===== src/rtl/tessia_trace_pkg.sv =====
// Shared types and widths for the TessiaX32 writeback trace buffer.
package tessia_trace_pkg;

   typedef enum logic [1:0] {
      IDLE    = 2'd0,
      ARMED   = 2'd1,
      CAPTURE = 2'd2,
      DONE    = 2'd3
   } trace_state_e;

   localparam int DEF_STAMP_W = 16;
   localparam int DATA_W      = 37;

   // Payload of one writeback; the cycle stamp is prepended by the top.
   typedef struct packed {
      logic        branch;
      logic [3:0]  a3;
      logic [31:0] wd3;
   } trace_data_t;

endpackage


===== src/rtl/tessia_trace_fifo.sv =====
// Synchronous first-word-fall-through FIFO with flush; rd_data is a registered copy of the head.
module tessia_trace_fifo #(
   parameter int DEPTH = 16,
   parameter int WIDTH = 53
) (
   input  logic                    clk,
   input  logic                    rst_n,
   input  logic                    flush,
   input  logic                    push,
   input  logic [WIDTH-1:0]        din,
   input  logic                    pop,
   output logic                    rd_valid,
   output logic [WIDTH-1:0]        rd_data,
   output logic [$clog2(DEPTH):0]  count,
   output logic                    full
);

   localparam int AW = $clog2(DEPTH);

   logic [WIDTH-1:0] mem [DEPTH];
   logic [AW-1:0]    wptr, rptr, rptr_n;
   logic [AW:0]      cnt_n;
   logic             do_push, do_pop, head_from_din;

   assign full = (count == (AW+1)'(DEPTH));

   // NOTE: every signal driven in always_comb gets a default first, so no path can infer a latch.
   always_comb begin
      do_pop        = pop && (count != '0);
      do_push       = push && (!full || do_pop);
      rptr_n        = do_pop ? rptr + 1'b1 : rptr;
      cnt_n         = count;
      if (do_push && !do_pop)
         cnt_n = count + 1'b1;
      else if (!do_push && do_pop)
         cnt_n = count - 1'b1;
      // A push into an empty (or emptying) FIFO becomes the next head directly.
      head_from_din = do_push && (count == {{AW{1'b0}}, do_pop});
   end

   always_ff @(posedge clk or negedge rst_n) begin
      if (!rst_n) begin
         wptr     <= '0;
         rptr     <= '0;
         count    <= '0;
         rd_valid <= 1'b0;
         rd_data  <= '0;
      end else if (flush) begin
         wptr     <= '0;
         rptr     <= '0;
         count    <= '0;
         rd_valid <= 1'b0;
      end else begin
         if (do_push)
            wptr <= wptr + 1'b1;
         rptr     <= rptr_n;
         count    <= cnt_n;
         rd_valid <= (cnt_n != '0);
         if (head_from_din)
            rd_data <= din;
         else if (cnt_n != '0)
            rd_data <= mem[rptr_n];
      end
   end

   // NOTE: storage is deliberately not reset; count/rd_valid qualify it, and it maps onto plain RAM.
   always_ff @(posedge clk) begin
      if (do_push && !flush)
         mem[wptr] <= din;
   end

endmodule


===== src/rtl/tessia_wb_trace.sv =====
// Triggered writeback trace capture for TessiaX32: FSM, cycle stamp, post-trigger counter, overflow.
module tessia_wb_trace
   import tessia_trace_pkg::*;
#(
   parameter int DEPTH   = 16,
   parameter int POST    = 16,
   parameter int STAMP_W = DEF_STAMP_W
) (
   input  logic                        clk,
   input  logic                        reset,
   input  logic                        arm,
   input  logic                        trig_any,
   input  logic [3:0]                  trig_reg,
   input  logic                        RegWrite,
   input  logic [3:0]                  A3,
   input  logic [31:0]                 WD3,
   input  logic                        BranchTaken,
   input  logic                        rd_ready,
   output logic                        rd_valid,
   output logic [STAMP_W+DATA_W-1:0]   rd_data,
   output logic [1:0]                  state,
   output logic [$clog2(DEPTH):0]      count,
   output logic                        overflow
);

   localparam int PW = $clog2(POST + 1);

   trace_state_e   st;
   logic [STAMP_W-1:0] stamp;
   logic [PW-1:0]  post_cnt, post_next;
   trace_data_t    wb;
   logic           wev, hit, do_write, pop, full;

   always_comb begin
      wev        = RegWrite && (st == ARMED || st == CAPTURE);
      // In ARMED only the trigger is stored; in CAPTURE every writeback is.
      hit        = wev && (st == CAPTURE || trig_any || A3 == trig_reg);
      do_write   = hit && !arm;
      pop        = rd_valid && rd_ready && !arm;
      post_next  = post_cnt + 1'b1;
      wb.branch  = BranchTaken;
      wb.a3      = A3;
      wb.wd3     = WD3;
   end

   // NOTE: state registers use <= so every flop samples pre-edge values regardless of statement order.
   always_ff @(posedge clk or negedge reset) begin
      if (!reset) begin
         st       <= IDLE;
         stamp    <= '0;
         post_cnt <= '0;
         overflow <= 1'b0;
      end else if (arm) begin
         st       <= ARMED;
         stamp    <= '0;
         post_cnt <= '0;
         overflow <= 1'b0;
      end else begin
         if ((st == ARMED || st == CAPTURE) && stamp != '1)
            stamp <= stamp + 1'b1;
         if (hit) begin
            // Dropped entries still count, so the session length is fixed by POST alone.
            post_cnt <= post_next;
            st       <= (post_next == PW'(POST)) ? DONE : CAPTURE;
            if (full && !pop)
               overflow <= 1'b1;
         end
      end
   end

   assign state = st;

   tessia_trace_fifo #(
      .DEPTH (DEPTH),
      .WIDTH (STAMP_W + DATA_W)
   ) u_fifo (
      .clk      (clk),
      .rst_n    (reset),
      .flush    (arm),
      .push     (do_write),
      .din      ({stamp, wb}),
      .pop      (pop),
      .rd_valid (rd_valid),
      .rd_data  (rd_data),
      .count    (count),
      .full     (full)
   );

endmodule


===== config.mk =====
export PLATFORM = sky130hd
export DESIGN_NAME = tessia_wb_trace
export DESIGN_NICKNAME = d
export VERILOG_FILES = /design/src/rtl/tessia_trace_pkg.sv /design/src/rtl/tessia_trace_fifo.sv /design/src/rtl/tessia_wb_trace.sv
export SDC_FILE = /design/constraint.sdc
export NUM_CORES = 1
export LEC_CHECK = 0
export BUFFER_PORTS_ARGS = -buffer_cell sky130_fd_sc_hd__buf_4
export CAP_MARGIN = 20
export CORE_MARGIN = 8
export CORE_UTILIZATION = 47
export DETAILED_ROUTE_END_ITERATION = 12
export SLEW_MARGIN = 10
export SYNTH_ARGS = -nofsm -noshare
export SYNTH_HDL_FRONTEND = slang
export SYNTH_SLANG_ARGS = --single-unit
export TNS_END_PERCENT = 20

===== constraint.sdc =====
create_clock -name clk -period 7.96 [get_ports clk]
set_input_delay 1.592 -clock clk [delete_from_list [all_inputs] [get_ports clk]]
set_output_delay 1.592 -clock clk [all_outputs]
set_load 0.01 [all_outputs]

# After elaboration in Yosys (flattened, before gate mapping)
# Memories as Yosys holds them, arrays and structs flattened.
# Index checks and enable logic that the tools add are counted.
[totals]
input_bits = 47
ram_bits = 848
memories = 1
ff_bits = 91
elab_cells = 77
output_inout_bits = 62
[mem_list]
columns = ["memory", "depth", "word_bits", "rd", "rd_ports_with_merged_regs", "write_ports", "line", "text"]
rows = [
  ["u_fifo.mem", 16, 53, 1, 0, 1, "tessia_trace_fifo.sv:20", "logic [WIDTH-1:0] mem [DEPTH];"],
]
[op_classes]
eq_ne = 7
n_reduce_logical = 31
n_addsub = 6
bitwise_logic = 1
mux = 22
[ops]
columns = ["operator", "count"]
rows = [
  ["53-bit 2-to-1 mux", 2],
  ["16-bit 2-to-1 mux", 2],
  ["5-bit 2-to-1 mux", 5],
  ["16-bit by 1-bit adder with 16-bit output, second input constant", 1],
  ["4-bit 2-to-1 mux", 4],
  ["16-bit inequality test, second input constant", 1],
  ["1-bit logical AND", 13],
  ["5-bit by 1-bit adder with 5-bit output, second input constant", 2],
  ["5-bit == test, second input constant", 2],
  ["2-bit nonzero test", 5],
  ["5-bit nonzero test", 2],
  ["4-bit by 1-bit adder with 4-bit output, second input constant", 2],
  ["1-bit 2-to-1 mux", 7],
  ["5-bit by 1-bit == test with 1-bit output", 1],
  ["1-bit logical NOT", 5],
  ["5-bit by 1-bit subtractor with 5-bit output, second input constant", 1],
  ["4-bit == test", 1],
  ["1-bit logical OR", 4],
  ["2-bit 2-to-1 mux", 2],
  ["2-bit AND reduction", 2],
  ["2-bit by 1-bit == test with 1-bit output, second input constant", 1],
  ["2-bit == test, second input constant", 1],
  ["1-bit NOT", 1],
]

# Longest topological paths before layout
# Gate-level depths: netlist (run 1).
[logic_depth]
ltp_word = 13
mapped_depth = 13

# Cells and area by module
# From an unflattened synthesis (run 1), not the netlist that was laid out.
[hier_totals]
cells_unflattened = 3487
area_unflattened_um2 = 46420.8
[modules_own_cells]
columns = ["module", "area_each_um2", "cells_per_inst", "seq_area_each_um2", "instances"]
rows = [
  ["tessia_trace_fifo", 44971.9, 3330, 27141.0, 1],
  ["tessia_wb_trace", 1448.9, 157, 600.6, 1],
]

# Worst setup path before layout (run 1)
# No wires, ideal clock.
[synth_path]
kind = "input port to flip-flop"
start = "input port trig_reg[3]"
end = "memory u_fifo.mem[4][0] (enable)"
setup_slack_ns = 0.975
setup_ns = 0.529
t_required_ns = 7.431
cell_stages = 6
arrival_ns = 6.456
n_path_buf = 1
cell_sequence = "xor2_1 o41a_1 buf_2 a2111oi_4 nand2_1 nor3_1"
[synth_between]
elab_chain_cells = 8
[synth_rtl]
columns = ["item", "line", "text"]
rows = [
  ["from (decl)", "tessia_wb_trace.sv:13", "input logic [3:0] trig_reg,"],
  ["4-bit == test", "tessia_wb_trace.sv:37", "hit = wev && (st == CAPTURE || trig_any || A3 == trig_reg);"],
  ["1-bit logical OR", "tessia_wb_trace.sv:37", ""],
  ["1-bit logical AND", "tessia_wb_trace.sv:37", ""],
  ["1-bit logical AND", "tessia_wb_trace.sv:38", "do_write = hit && !arm;"],
  ["1-bit logical AND", "tessia_trace_fifo.sv:30", "do_push = push && (!full || do_pop);"],
  ["1-bit logical AND", "tessia_trace_fifo.sv:68", "if (do_push && !flush)"],
  ["1-bit 2-to-1 mux", "tessia_trace_fifo.sv:68", ""],
  ["1-bit 2-to-1 mux (not written as such)", "tessia_trace_fifo.sv:69", "mem[wptr] <= din;"],
  ["to (decl)", "tessia_trace_fifo.sv:20", ""],
]
# No other way between the ends.

# Final worst setup path (run 1)
[layout_path]
start = "input port arm"
end = "register u_fifo.rd_data[44]"
[layout_between]
elab_chain_cells = 12
word_cells_on_any_way = 22
cone_classes = "eq/ne (1); mux (5); bitwise (1); reduce/logical (14); memory (1)"
[layout_rtl]
columns = ["item", "line", "text"]
rows = [
  ["from (decl)", "tessia_wb_trace.sv:11", "input logic arm,"],
  ["1-bit logical NOT", "tessia_wb_trace.sv:38, tessia_wb_trace.sv:39", ""],
  ["1-bit logical AND", "tessia_wb_trace.sv:39", "pop = rd_valid && rd_ready && !arm;"],
  ["1-bit logical AND", "tessia_trace_fifo.sv:29", "do_pop = pop && (count != '0);"],
  ["1-bit logical OR", "tessia_trace_fifo.sv:30", ""],
  ["1-bit logical AND", "tessia_trace_fifo.sv:30", ""],
  ["1-bit logical NOT", "tessia_trace_fifo.sv:35", "else if (!do_push && do_pop)"],
  ["1-bit logical AND", "tessia_trace_fifo.sv:35", ""],
  ["5-bit 2-to-1 mux", "tessia_trace_fifo.sv:35", ""],
  ["5-bit 2-to-1 mux", "tessia_trace_fifo.sv:33", "if (do_push && !do_pop)"],
  ["5-bit nonzero test", "tessia_trace_fifo.sv:61", "else if (cnt_n != '0)"],
  ["2-bit nonzero test (no source line)", "-", ""],
  ["2-bit AND reduction (no source line)", "-", ""],
  ["to (signal assigned)", "tessia_trace_fifo.sv:60", "rd_data <= din;"],
  ["to (signal assigned)", "tessia_trace_fifo.sv:62", "rd_data <= mem[rptr_n];"],
  ["to (decl)", "tessia_trace_fifo.sv:13", "output logic [WIDTH-1:0] rd_data,"],
]
# Several ways; a longest one is shown, not always the timed one. The select of a mux whose other input is x is not followed.
# A chain may end at the register's enable or synchronous reset.

==> results of run 1 <==
-- power groups by stage --
stage	registers, W	logic [W]	clock network [W]
after global placement	0.00583	0.000833	0
after floorplan	0.00579	0.000357	0
after global routing	0.00575	0.000898	0.00470
final	0.00574	0.000842	0.00447
after CTS	0.00574	0.000851	0.00451
after detailed placement	0.00583	0.000850	0
-- worst register-to-register path, delay by kind of cell, from the launching register on --
family	cells	cell delay [ns]
DFF	1	0.76
AOI/OAI and AO/OA	4	1.70
adders and majority gates	1	0.48
buffers and inverters	2	1.08
and+or+nand+nor	1	0.72
muxes	1	0.30
-- how the worst max path moves through the flow --
| stage | endpoint | slack [ns] | start |
|---|---|---|---|
| floorplan | u_fifo.mem[4][0] | 0.97 | trig_reg[3] |
| global placement | u_fifo.rd_data[44] | 1.98 | arm |
| detailed placement | u_fifo.rd_data[44] | 1.84 | arm |
| CTS | u_fifo.rd_data[44] | 2.56 | arm |
| global route | u_fifo.rd_data[44] | 2.40 | arm |
| finish | u_fifo.rd_data[44] | 2.46 | arm |
-- per-layer routing --
metal  share of wire  global-route usage  up-vias
met3           0.092              0.0455      283
li1                -                   -    12840
met4           0.030              0.0898        0
met2            0.47               0.413     1706
met1            0.41               0.343    15256
met5               0                   0        -
-- kinds of logic after synthesis --
logic type                 Yosys count
and+or+nand+nor                    795
buffers and inverters              307
muxes                              232
AOI/OAI and AO/OA                  879
xor gates and xnor gates            25
adders and majority gates           11
DFF                                939
-- cells in the mapped netlist, types with 14 or more instances --
master / count
a221oi_1: 33
mux2_4: 29
nand2b_1: 37
edfxtp_1: 848
a211oi_1: 49
o21ai_0: 163
a311oi_1: 35
and2_1: 21
o22ai_1: 116
buf_2: 51
nor2_1: 161
clkbuf_1: 207
inv_1: 14
xor2_1: 18
buf_1: 24
a21oi_1: 142
mux2i_1: 129
a32oi_1: 40
o221ai_1: 196
o21ai_1: 14
nor3_1: 41
nand3_1: 282
nor4_1: 70
nand4_1: 24
mux2_2: 73
nand2_1: 124
a31o_2: 34
dfrtp_1: 91
-- stage by stage --
step	instances	setup slack, ns	hold WS (ns)	total power [W]	utilization
2_1_floorplan	3188	0.975	0.518	0.00615	-
3_3_place_gp	4247	1.98	0.526	0.00666	0.491
3_5_place_dp	4248	1.84	0.517	0.00668	0.491
4_1_cts	4433	2.56	0.539	0.0111	0.526
5_1_grt	4435	2.40	0.554	0.0113	0.526
6_report	4436	2.46	0.542	0.0110	0.526
-- registers in the layout (all words and copies together) (netlist names) --
register and flops:
u_fifo.rd_valid 1, stamp 16, post_cnt 5, u_fifo.mem 848, u_fifo.wptr 4, u_fifo.rptr 4, overflow 1, u_fifo.count 5
state 2, u_fifo.rd_data 53
-- layout make-up --
| class | count | area [um^2] | area share |
|---|---|---|---|
| Multi-Input combinational cell | 1942 | 13300 | 0.283 |
| Clock inverter | 42 | 313 | 0.00664 |
| Clock buffer | 143 | 2790 | 0.0592 |
| Tap cell | 1176 | 1470 | 0.0312 |
| Timing Repair Buffer | 177 | 1390 | 0.0296 |
| Sequential cell | 939 | 27700 | 0.589 |
| Antenna cell | 1 | 2.50 | 0.0000531 |
| Inverter | 16 | 67.6 | 0.00143 |
==> impl_metrics.ini, run 1 <==
[setup_path]
crit_top_cell = buf_4
required_ns = 8.57
cp_data_arrival_time_ns = 6.12
reg2reg_to = u_fifo.rd_data[44]
crit_cells = 11
worst_path_largest_cell_delay_ns = 0.88
r2r_setup_slack_ns = 2.82
startpoint_type = primary input
cp_num_buf_inv = 4
critical_path.max_fanout = 70
critPathKind = primary input to flop
worstPathCellList = buf_4 > nand3b_1 > buf_12 > nor4_4 > buf_4 > a211oi_4 > buf_4 > a32o_1 > a221o_1 > o221ai_1 > mux2_4
cp_top_family = buffers and inverters
reg2reg_depth = 9
cp_slowest_cell = nor4_4
endpoint_kind = flop
reg2reg_from = u_fifo.rptr[1]

[sta]
maxSlewHeadroom = 0.181
max_freq_mhz = 182
drv_slew = 0
period_share = 0.691
period_minus_slack_ns = 5.50
tns_ns = 0
worst_pin_slew_ns = 1.23
rsz0062_at_grt = no
setup_viol = 0
final_hold_viol_count = 0
fin_skew_ns = 0.0292

[hold_path]
min_to = u_fifo.rd_data[28]
hold_start = u_fifo.rd_data[28]
hp-class = flop to flop
hold_path_depth = 1

[clock_tree]
post_cts_buffers = 0
cts_buffers = 100
cts_resized = 0
ctsHtreeMaxLevel = 3
clockRootBuffer = clkbuf_16
cts_sinks = 939
cts_hold_buf = 0
path_clk_slew_ns = 0.06
ctsLongestPathBuffers = 3
cts_tree = done
clk_latency_ns = 0.68

[floorplan]
initial_utilization = 0.471
die_w_um = 315
core_region_area_um2 = 89500
ios = 109
die_y_um = 315
rows = 110
die_area_um2 = 99500

[power]
total_leakage_power_nw = 15.1
pwr-share-seq = 0.519
power_switching_share = 0.234
power_density_nw_per_um2 = 235
power.switching_w = 0.00258
combPwrFrac = 0.076
clockPowerShare = 0.405
internal-power_w = 0.00846
vdd_ir_drop_max_uv = 170

[global_routing]
grt_pass1_vias = 30157
grt_first_pass_wirelength_um = 192000
overflow = 0
track_usage = 0.254
antenna_found_initial = 1
grt_max_degree = 99

[yosys]
synth_compound_area_frac = 0.148
synthDistinctLibCells = 80
synthDominantCellAreaShare = 0.605
synth_fa_ha_area_frac = 0.00327
syn_inst = 3188
ys_warn_count = 0
synth_area_um2 = 42100
async_flop_share = 0.0969
muxShareOfSynthArea = 0.0610
synth-main-ff-cell = edfxtp_1
synth-edff-count = 848
syn_avg_cell_area_um2 = 13.2
ys_seq_elements = 939
synth_top_family_by_area = compound AO/OA/AOI/OAI gates
synth_area_leaders = edfxtp_1, dfrtp_1, o221ai_1, nand3_1, mux2i_1
syn_nets = 3246
yosys.area.top_type = edfxtp_1
yosys.area_share.xor_xnor = 0.00520
synth_seq_area_share = 0.659
synthSimpleGateAreaFrac = 0.0936

[detailed_routing]
via_per_inst = 6.78
drt_iter0_drc = 3733
finalWirelength_um = 130000
wl_per_cell_um = 29.4
vias = 30085
ant_nets = 0
drc = 0
dr.pass1.iters = 6

[cells_and_area]
fin_nets = 3234
syn_to_final_growth_pct = 11.8
drive_gt1_frac = 0.156
design_area_um2 = 47100
layout_common_cells = edfxtp_1, nand3_1, o221ai_1, buf_4, o21ai_0
fill_cells = 7402
final_common_cell = edfxtp_1

[job]
cap_viol_max_count = 0

[place]
gp_congestion = 0.801
port_buffers = 108
place_hpwl_um = 69900
post_dp_cell_area_um2 = 43900

[outcome]
status = finished clean
Note: power is estimated with default switching activity, not from simulation.
==> run 2: changes to the inputs <==
--- a/config.mk
+++ b/config.mk
@@ -5,11 +5,13 @@
 export SDC_FILE = /design/constraint.sdc
 export NUM_CORES = 1
 export LEC_CHECK = 0
+export ABC_AREA = 1
 export BUFFER_PORTS_ARGS = -buffer_cell sky130_fd_sc_hd__buf_4
 export CAP_MARGIN = 20
 export CORE_MARGIN = 8
 export CORE_UTILIZATION = 47
 export DETAILED_ROUTE_END_ITERATION = 12
+export PLACE_DENSITY = 0.65
 export SLEW_MARGIN = 10
 export SYNTH_ARGS = -nofsm -noshare
 export SYNTH_HDL_FRONTEND = slang
==> constraint.sdc (replaced) <==
create_clock -name clk -period 4.8 [get_ports clk]
set_input_delay 0.96 -clock clk [delete_from_list [all_inputs] [get_ports clk]]
set_output_delay 0.96 -clock clk [all_outputs]
set_load 0.01 [all_outputs]
==> impl_metrics.ini, run 2 <==
[power]
power.switching_w = 0.00428
power_density_nw_per_um2 = 404
pwr-share-seq = 0.511
total_leakage_power_nw = 18.4
clockPowerShare = 0.419
power_switching_share = 0.230
combPwrFrac = 0.070
internal-power_w = 0.0143
vdd_ir_drop_max_uv = 328

[yosys]
synth-edff-count = 848
async_flop_share = 0.0969
ys_seq_elements = 939
synthDominantCellAreaShare = 0.627
synth.most_common_cell = nand2_1
ys_warn_count = 0
syn_avg_cell_area_um2 = 10.5
syn_inst = 3871
yosys.area.top_type = edfxtp_1
synth_seq_area_share = 0.683
syn_nets = 3929
synthDistinctLibCells = 31
synth_area_leaders = edfxtp_1, nand2_1, nand3_1, dfrtp_1, buf_2
synth_area_um2 = 40600
synthTopCellsByCount = nand2_1, nand3_1, edfxtp_1
synth-main-ff-cell = edfxtp_1

[clock_tree]
cts_hold_buf = 0
ctsHtreeMaxLevel = 3
cts_tree = done
cts_resized = 0
cts_sinks = 939
cts_buffers = 98
post_cts_buffers = 0
ctsLongestPathBuffers = 3
clockRootBuffer = clkbuf_16
clk_latency_ns = 0.66
path_clk_slew_ns = 0.06

[cells_and_area]
largest_reg_flops = 848
syn_to_final_growth_pct = 13.4
layout_common_cells = nand2_1, nand3_1, edfxtp_1, buf_4, clkbuf_16
final_common_cell = nand2_1
drive_gt1_frac = 0.0901
largest_registers = u_fifo.mem (848), u_fifo.rd_data (53), stamp (16)
largest_register = u_fifo.mem
fin_nets = 3948

[floorplan]
core_region_area_um2 = 85400
rows = 107
initial_utilization = 0.475
die_y_um = 310
ios = 109
die_w_um = 310
die_area_um2 = 96000

[place]
place_hpwl_um = 55800
pre_cts_ws_ns = 0.825
gp_congestion = 0.784
port_buffers = 108

[global_routing]
grt_first_pass_wirelength_um = 168000
grt_pass1_vias = 27864
grt_max_degree = 184
track_usage = 0.227
overflow = 0
antenna_found_initial = 1

[sta]
drv_slew = 0
fin_skew_ns = 0.0210
worst_pin_slew_ns = 1.17
rsz0062_at_grt = no
fin_ws_ns = 1.21
final_hold_viol_count = 0
period_minus_slack_ns = 3.59
period_share = 0.747
maxSlewHeadroom = 0.219
max_freq_mhz = 279
tns_ns = 0
setup_viol = 0

[setup_path]
reg2reg_from = u_fifo.count[0]
worst_path_largest_cell_delay_ns = 0.52
crit_top_cell = nand2_1
worstPathCellList = inv_1 > ha_1 > nand3_2 > nand2_2 > nand2_4 > nand2_4 > buf_12 > nand2_1 > nand2_1 > nand2_1 > nand3_1 > nand3_1 > nand2_1 > nand2_1 > nand2_1 > nand3_1 > nand2_1
cp_data_arrival_time_ns = 4.18
r2r_setup_slack_ns = 1.21
required_ns = 5.39
startpoint_type = flop
reg2reg_depth = 17
endpoint_kind = flop
critical_path.max_fanout = 95
reg2reg_to = u_fifo.rd_data[42]
critPathKind = flop to flop
cp_slowest_cell = nand2_4

[hold_path]
hp-class = primary input to async pin

[detailed_routing]
drt_iter0_drc = 3120
vias = 28798
wl_per_cell_um = 21.5
drc = 0
ant_nets = 0
dr.pass1.iters = 6
finalWirelength_um = 110000
via_per_inst = 5.63

[job]
cap_viol_max_count = 0

[outcome]
status = finished clean
==> run 2: cell count changes in the layout (fill, tap and decap cells not counted), sizes merged, moves of 86 or more <==
cell,before,now
a21oi,142,14
inv,20,106
mux2,102,0
mux2i,129,0
nand2,124,1519
nand3,286,875
nor2,161,50
o21ai,177,19
o221ai,196,0
o22ai,116,1
==> run 2: worst max-delay path: cells and delay by family (launching register included) <==
kind | cells | cell delay (ns)
fa+ha+maj | 1 | 0.22
buf+inv | 2 | 0.62
flops | 1 | 0.47
simple gates | 14 | 2.10
==> run 2: power groups by stage <==
stage	clock network (W)	logic (W)	registers, W
6_report	0.00779	0.00130	0.00951
5_1_grt	0.00820	0.00145	0.00953
4_1_cts	0.00789	0.00133	0.00951
3_5_place_dp	0	0.00133	0.00967
3_3_place_gp	0	0.00130	0.00968
2_1_floorplan	0	0.000511	0.00960
==> run 2: worst max path at each step <==
stage,start,endpoint,slack (ns),depth (start not counted)
after floorplan,trig_reg[1],u_fifo.mem[11][0],0.20,11
after global placement,A3[1],u_fifo.rd_data[24],0.91,14
after detailed placement,A3[1],u_fifo.rd_data[43],0.83,14
after CTS,u_fifo.count[0],u_fifo.rd_data[52],1.25,17
after global routing,u_fifo.count[0],u_fifo.rd_data[52],0.88,17
final,u_fifo.count[0],u_fifo.rd_data[42],1.21,17
==> run 2: logic make-up (layout without fill, tap and decap cells) <==
logic type,Yosys count,in the layout,share of synthesized area
AND/OR/NAND/NOR,2510,2510,0.265
flip-flops,939,939,0.683
buffers and inverters,359,461,0.0397
AO/OA/AOI/OAI,40,40,0.00561
XOR/XNOR,12,12,0.00277
adder cells (fa/ha/maj),11,11,0.00339
other,0,1,0
==> run 2: routing by layer <==
metal / global-route usage / wire (um) / vias to the layer above / part of all wire
li1: - / - / 13289 / -
met1: 0.309 / 45800 / 14082 / 0.42
met2: 0.374 / 52900 / 1226 / 0.48
met3: 0.0324 / 8080 / 201 / 0.073
met4: 0.0789 / 3450 / 0 / 0.031
met5: 0 / 0 / - / 0
==> run 2: final cells by class <==
type                    instances  area, um^2
fillers                      7329       39400
well taps                    1144        1430
inverters                     103         399
repair buffers                175        1690
clock inverters                63         669
flip-flops and latches        939       27700
diodes                          1        2.50
clock buffers                 120        2650
multi-input cells            2573       11400
==> run 2: metrics by stage <==
stage | instances | utilization | total power, W | hold slack [ns] | cell area [um^2]
after floorplan | 3871 | - | 0.0101 | 0.472 | 40600
after global placement | 4934 | 0.500 | 0.0110 | 0.487 | 42700
after detailed placement | 4934 | 0.500 | 0.0110 | 0.503 | 42700
after CTS | 5117 | 0.539 | 0.0187 | 0.387 | 46000
after global routing | 5118 | 0.539 | 0.0192 | 0.466 | 46000
final | 5118 | 0.539 | 0.0186 | 0.382 | 46000
